--- src/rtl/inst_fetch_unit.sv ---
// -----------------------------------------------------------------------------
// inst_fetch_unit
//
// Program-counter sequencer and small fetch buffer that sits in front of a
// combinational, byte-addressed, little-endian instruction memory. Each cycle
// the current pc is driven on inst_address. When the fetch buffer can accept
// an entry, the returned word is captured together with its pc, and pc
// advances by PC_STEP. Decode drains the buffer over a valid/ready handshake.
//
// Redirects flush the buffer and load a new (word-aligned) pc. A halt request
// stops fetching until the next redirect.
//
// Parameters:
//   RESET_PC        pc value loaded by reset
//   DEPTH           fetch buffer entries (power of two, >= 2)
//   PC_STEP         byte increment per sequential fetch
//
// Ports:
//   clk             rising-edge clock
//   reset           synchronous, active-low reset
//   inst_address    address to instruction memory (always the internal pc)
//   instruction     memory read data, combinational from inst_address
//   redirect_valid  load redirect_pc this cycle and flush the buffer
//   redirect_pc     redirect target (bits [1:0] are dropped)
//   halt_req        stop fetching (sampled every cycle)
//   out_valid       buffer head valid
//   out_ready       consumer accepts the head
//   out_instruction head instruction
//   out_pc          head pc
//   halted          in HALT and buffer empty
//   misalign_err    sticky; a redirect target had nonzero low bits
//   fetch_count     instructions pushed since reset (wraps at 2^32)
// -----------------------------------------------------------------------------
module inst_fetch_unit #(
  parameter logic [63:0] RESET_PC = 64'h0,
  parameter int unsigned DEPTH    = 2,
  parameter logic [63:0] PC_STEP  = 64'd4
) (
  input  logic        clk,
  input  logic        reset,
  output logic [63:0] inst_address,
  input  logic [31:0] instruction,
  input  logic        redirect_valid,
  input  logic [63:0] redirect_pc,
  input  logic        halt_req,
  output logic        out_valid,
  input  logic        out_ready,
  output logic [31:0] out_instruction,
  output logic [63:0] out_pc,
  output logic        halted,
  output logic        misalign_err,
  output logic [31:0] fetch_count
);

  localparam int unsigned PTR_W = (DEPTH > 1) ? $clog2(DEPTH) : 1;
  localparam int unsigned CNT_W = PTR_W + 1;
  localparam logic [CNT_W-1:0] DEPTH_C = CNT_W'(DEPTH);

  typedef enum logic [0:0] {
    ST_RUN  = 1'b0,
    ST_HALT = 1'b1
  } state_e;

  // ---------------------------------------------------------------------------
  // Helper functions
  // ---------------------------------------------------------------------------
  // Redirect targets are forced onto a 4-byte boundary.
  function automatic logic [63:0] align_pc(input logic [63:0] target);
    return {target[63:2], 2'b00};
  endfunction

  // Sequential pc step; 64-bit unsigned, wraps silently past 2^64.
  function automatic logic [63:0] step_pc(input logic [63:0] pc);
    return pc + PC_STEP;
  endfunction

  // DEPTH is a power of two, so the natural pointer overflow is the wrap.
  function automatic logic [PTR_W-1:0] ptr_inc(input logic [PTR_W-1:0] ptr);
    return ptr + PTR_W'(1);
  endfunction

  // ---------------------------------------------------------------------------
  // State
  // ---------------------------------------------------------------------------
  state_e           state_q, state_d;
  logic [63:0]      pc_q, pc_d;
  logic [PTR_W-1:0] rd_ptr_q, rd_ptr_d;
  logic [PTR_W-1:0] wr_ptr_q, wr_ptr_d;
  logic [CNT_W-1:0] count_q, count_d;
  logic             misalign_q, misalign_d;
  logic [31:0]      fcount_q, fcount_d;

  // Buffer storage: instruction word and its pc per entry.
  logic [31:0]      inst_mem_q [DEPTH];
  logic [63:0]      pc_mem_q   [DEPTH];

  logic             push;
  logic             pop;
  logic             buf_empty;
  logic             buf_full;

  assign buf_empty = (count_q == '0);
  assign buf_full  = (count_q == DEPTH_C);

  // A pop is a completed handshake; it is legal even in a redirect cycle
  // (the flush makes the popped entry irrelevant to the new stream).
  assign pop = !buf_empty && out_ready;

  // A full buffer can still accept a push when the head leaves that cycle.
  assign push = (state_q == ST_RUN) && !redirect_valid && !halt_req &&
                (!buf_full || pop);

  // ---------------------------------------------------------------------------
  // Run/halt FSM
  // ---------------------------------------------------------------------------
  always_ff @(posedge clk) begin
    if (!reset) begin
      state_q <= ST_RUN;
    end else begin
      state_q <= state_d;
    end
  end

  // Redirect wins over halt in the same cycle; HALT only leaves on redirect.
  always_comb begin
    state_d = state_q;
    case (state_q)
      ST_RUN: begin
        if (!redirect_valid && halt_req) begin
          state_d = ST_HALT;
        end
      end
      ST_HALT: begin
        if (redirect_valid) begin
          state_d = ST_RUN;
        end
      end
      default: state_d = ST_RUN;
    endcase
  end

  // ---------------------------------------------------------------------------
  // Next-state for pc, pointers, occupancy and status
  // ---------------------------------------------------------------------------
  always_comb begin
    pc_d       = pc_q;
    rd_ptr_d   = rd_ptr_q;
    wr_ptr_d   = wr_ptr_q;
    count_d    = count_q;
    misalign_d = misalign_q;
    fcount_d   = fcount_q;

    if (redirect_valid) begin
      // Flush: everything in flight belongs to the abandoned path.
      pc_d     = align_pc(redirect_pc);
      rd_ptr_d = '0;
      wr_ptr_d = '0;
      count_d  = '0;
      if (redirect_pc[1:0] != 2'b00) begin
        misalign_d = 1'b1;
      end
    end else begin
      if (push) begin
        pc_d     = step_pc(pc_q);
        wr_ptr_d = ptr_inc(wr_ptr_q);
        fcount_d = fcount_q + 32'd1;
      end
      if (pop) begin
        rd_ptr_d = ptr_inc(rd_ptr_q);
      end
      case ({push, pop})
        2'b10:   count_d = count_q + CNT_W'(1);
        2'b01:   count_d = count_q - CNT_W'(1);
        default: count_d = count_q;
      endcase
    end
  end

  always_ff @(posedge clk) begin
    if (!reset) begin
      pc_q       <= RESET_PC;
      rd_ptr_q   <= '0;
      wr_ptr_q   <= '0;
      count_q    <= '0;
      misalign_q <= 1'b0;
      fcount_q   <= '0;
    end else begin
      pc_q       <= pc_d;
      rd_ptr_q   <= rd_ptr_d;
      wr_ptr_q   <= wr_ptr_d;
      count_q    <= count_d;
      misalign_q <= misalign_d;
      fcount_q   <= fcount_d;
    end
  end

  // ---------------------------------------------------------------------------
  // Buffer storage. Cleared on reset so the head reads as zero afterwards.
  // ---------------------------------------------------------------------------
  always_ff @(posedge clk) begin
    if (!reset) begin
      for (int i = 0; i < int'(DEPTH); i++) begin
        inst_mem_q[i] <= '0;
        pc_mem_q[i]   <= '0;
      end
    end else if (push) begin
      inst_mem_q[wr_ptr_q] <= instruction;
      pc_mem_q[wr_ptr_q]   <= pc_q;
    end
  end

  // ---------------------------------------------------------------------------
  // Outputs: all registered, no path from instruction to out_*.
  // ---------------------------------------------------------------------------
  assign inst_address    = pc_q;
  assign out_valid       = !buf_empty;
  assign out_instruction = inst_mem_q[rd_ptr_q];
  assign out_pc          = pc_mem_q[rd_ptr_q];
  assign halted          = (state_q == ST_HALT) && buf_empty;
  assign misalign_err    = misalign_q;
  assign fetch_count     = fcount_q;

endmodule

--- config.mk ---
export PLATFORM = sky130hd
export DESIGN_NAME = inst_fetch_unit
export DESIGN_NICKNAME = d
export VERILOG_FILES = /design/src/rtl/inst_fetch_unit.sv
export SDC_FILE = /design/constraint.sdc
export NUM_CORES = 1
export LEC_CHECK = 0
export CAP_MARGIN = 20
export CORE_ASPECT_RATIO = 0.6
export CORE_MARGIN = 2
export CORE_UTILIZATION = 40
export DETAILED_ROUTE_END_ITERATION = 12
export PLACE_DENSITY = 0.65
export SYNTH_ARGS = -nofsm -noshare
export SYNTH_HDL_FRONTEND = slang
export SYNTH_SLANG_ARGS = --single-unit
--- constraint.sdc ---
create_clock -name clk -period 10.33 [get_ports clk]
set_input_delay 1.033 -clock clk [delete_from_list [all_inputs] [get_ports clk]]
set_output_delay 1.033 -clock clk [all_outputs]
set_load 0.02 [all_outputs]
==> flow_metrics.py <==
metrics = {
    "clock_network": {
        "cts_htree_levels": 1,
        "root_buffer": "clkbuf_16",
        "clockBufferDepth": 3,
        "ctsResizeCount": 0,
        "clock_latency_ns": 0.58,
        "cts_setup_buffers": 0,
        "clock_sinks": 289,
        "path_clk_slew_ns": 0.06,
        "hold_buffers": 0,
        "cts_made_buffers": 29,
        "cts_tree": "built",
    },
    "floorplan": {
        "num_rows": 53,
        "die_area_um2": 37200,
        "initial_core_util_pct": 40.7,
        "ios": 296,
        "design.core.area_um2": 35000,
        "die_x_um": 248,
        "die_h_um": 150,
    },
    "timing": {
        "fin_crit_ns": 4.14,
        "postLayoutSetupSlackWorst_ns": 6.19,
        "finalCritPeriodShare_pct": 40.1,
        "timing.hold.ws_ns": 0.455,
        "tightest_slew_ns": 1.05,
        "rsz0062_at_grt": "no",
        "fmax_mhz": 242,
        "slew_headroom_pct": 30.2,
        "skew_ns": 0.0130,
        "final-setup-viol-count": 0,
        "slew_violations": 0,
        "finalSetupTns_ns": 0,
        "hold_violations": 0,
    },
    "logic_synthesis": {
        "async_reset_ff_share_pct": 0,
        "ys_ff_latch": 289,
        "syn_area_um2": 14200,
        "ys_seq_area_share_pct": 53.8,
        "syn_area_per_cell_um2": 10.6,
        "synth-edff-count": 188,
        "ys_types": 66,
        "ys.flop_type": "edfxtp_1",
        "synth_cells": 1342,
        "ys.warnings.count": 0,
    },
    "finish": {
        "fin_util_pct": 52.6,
        "n_fill_cell": 3100,
        "final_common_cell": "clkdlybuf4s50_1",
        "syn2layout_area_growth_pct": 29.4,
        "layout.area.seq_um2": 7670,
        "mostFrequentLayoutCells": "clkdlybuf4s50_1, edfxtp_1, and3_1, dfxtp_1, mux2_2",
        "fin_nets": 1671,
        "multi_input_area_um2": 6110,
        "drive_gt1_share_pct": 11.3,
    },
    "setup_path": {
        "start_kind": "register",
        "rr_startpoint": "state_q",
        "worstPathBufferInverterCount": 2,
        "cp.required_ns": 9.30,
        "cpLargestDelayFamily": "buffers and inverters",
        "crit_chain": "buf_4 > mux2_2 > clkdlybuf4s50_1",
        "critical_path_class": "reg2out",
        "cp.arrival_ns": 3.11,
        "cp-end-kind": "primary output",
        "slowest_stage": "buf_4",
        "max_stage_delay_ns": 0.78,
        "cp_max_fo": 70,
    },
    "worst_hold_path": {
        "hp-start": "misalign_err",
        "hp-class": "reg2reg",
    },
    "placement": {
        "dp_hpwl_mm": 29.6,
        "io_buffers": 291,
        "dpl_worst_slack_ns": 5.91,
        "place.gp.congestion": 0.891,
    },
    "power_and_ir_drop": {
        "max-vdd-ir-drop_v": 0.000121,
        "report.power.total_mw": 2.76,
        "power_leakage_nw": 6.74,
        "power.density_nw_per_um2": 150,
    },
    "drt": {
        "route.detailed.drc": 0,
        "avgRoutedWirePerCell_um": 22.0,
        "dr.pass1.iters": 5,
        "viasPerCell": 5.82,
        "routed_wl_mm": 45.2,
        "num_vias": 12000,
        "drtIter0Drc": 1019,
        "detail-route-antenna-nets": 0,
    },
    "global_route": {
        "overflow": 0,
        "antenna_found_initial": 3,
        "gr-usage-all-layers_pct": 23.4,
        "grt_first_pass_wirelength_mm": 67.3,
        "grt_max_degree": 87,
        "grt_pass1_vias": 11200,
    },
    "status": {
        "status": "complete, no violations",
    },
    "flow_run": {
        "drv_cap": 0,
    },
}
-- power by group --
group	leakage [nW]	internal [mW]	total [mW]	switching, mW
Combinational	3.47	0.149	0.332	0.183
Sequential	2.80	1.28	1.34	0.0544
Clock	0.476	0.620	1.08	0.464
Total	6.74	2.05	2.76	0.702
-- through the flow --
step	instances	cell area, um2
after floorplan	1345	14300
after global placement	2004	17500
after detailed placement	2004	17500
after CTS	2058	18400
after global routing	2059	18400
final	2059	18400
-- Yosys cell counts (4+ instances only) --
cell type	count	area share, %
a21oi_1	32	1.1
a31oi_1	23	1.0
a32oi_1	5	0.31
and2_1	91	4.0
and3_1	118	5.2
and4_1	14	0.86
buf_1	9	0.24
buf_2	7	0.25
buf_4	4	0.21
clkbuf_1	95	2.5
dfxtp_1	101	14
edfxtp_1	188	40
inv_1	15	0.40
mux2_2	98	7.7
mux2i_1	12	0.84
nand2_1	86	2.3
nand3_1	64	2.2
nand4_1	48	2.1
nand4b_1	5	0.31
nor2_1	64	1.7
nor3_1	40	1.4
nor4_1	30	1.3
o211ai_1	14	0.74
o21a_1	4	0.21
o21ai_0	43	1.5
o311ai_0	6	0.37
o31a_1	4	0.25
or3_1	18	0.79
or4_1	21	1.1
xnor2_1	16	0.98
xor2_1	8	0.49
-- worst paths after layout --
path | depth (start not counted) | end | slack [ns]
setup / recovery | 3 | out_pc[45] | 6.19
hold reg to reg | 2 | misalign_err | 0.46
hold / removal | 2 | misalign_err | 0.46
setup reg to reg | 4 | pc_mem_q[0][60] | 7.02
-- state kept, by name, indices dropped and copies added, names as in the netlist, 2 cells and up, named ones only --
register / count
count_q: 2
inst_address: 62
pc_mem_q: 124
inst_mem_q: 64
fetch_count: 32
-- routing by layer --
metal	wire length [um]	GRT usage, %	part of all wire, %
met1	19600	33.1	43
met4	1100	6.05	2.4
met5	27	0	0.060
met2	19900	35.4	44
met3	4560	6.56	10
-- layout make-up --
type / instances / share of cell area, %
Antenna cell: 1 / 0.0136
Timing Repair Buffer: 307 / 16.4
Sequential cell: 289 / 41.7
Multi-Input combinational cell: 925 / 33.2
Inverter: 16 / 0.326
Clock buffer: 44 / 4.59
Clock inverter: 10 / 0.659
Tap cell: 467 / 3.17
-- worst reg2reg max path, cell delays in order, from the launching register on --
cell,delay (ns)
dfxtp_1,0.33
nor3_1,0.45
nand2_2,0.31
o21ai_4,0.86
buf_4,0.90
-- cells by family (layout without fill, tap and decap cells) --
group	after synthesis	in the layout	share of synthesized area, %
muxes	110	110	8.59
AOI/OAI and AO/OA	170	170	7.83
and+or+nand+nor	615	615	24.4
adders and majority gates	2	2	0.176
xor gates and xnor gates	24	24	1.48
DFF	289	289	53.8
other	1	5	0.0263
buffers and inverters	131	377	3.62
Note: power is estimated with default switching activity, not from simulation.
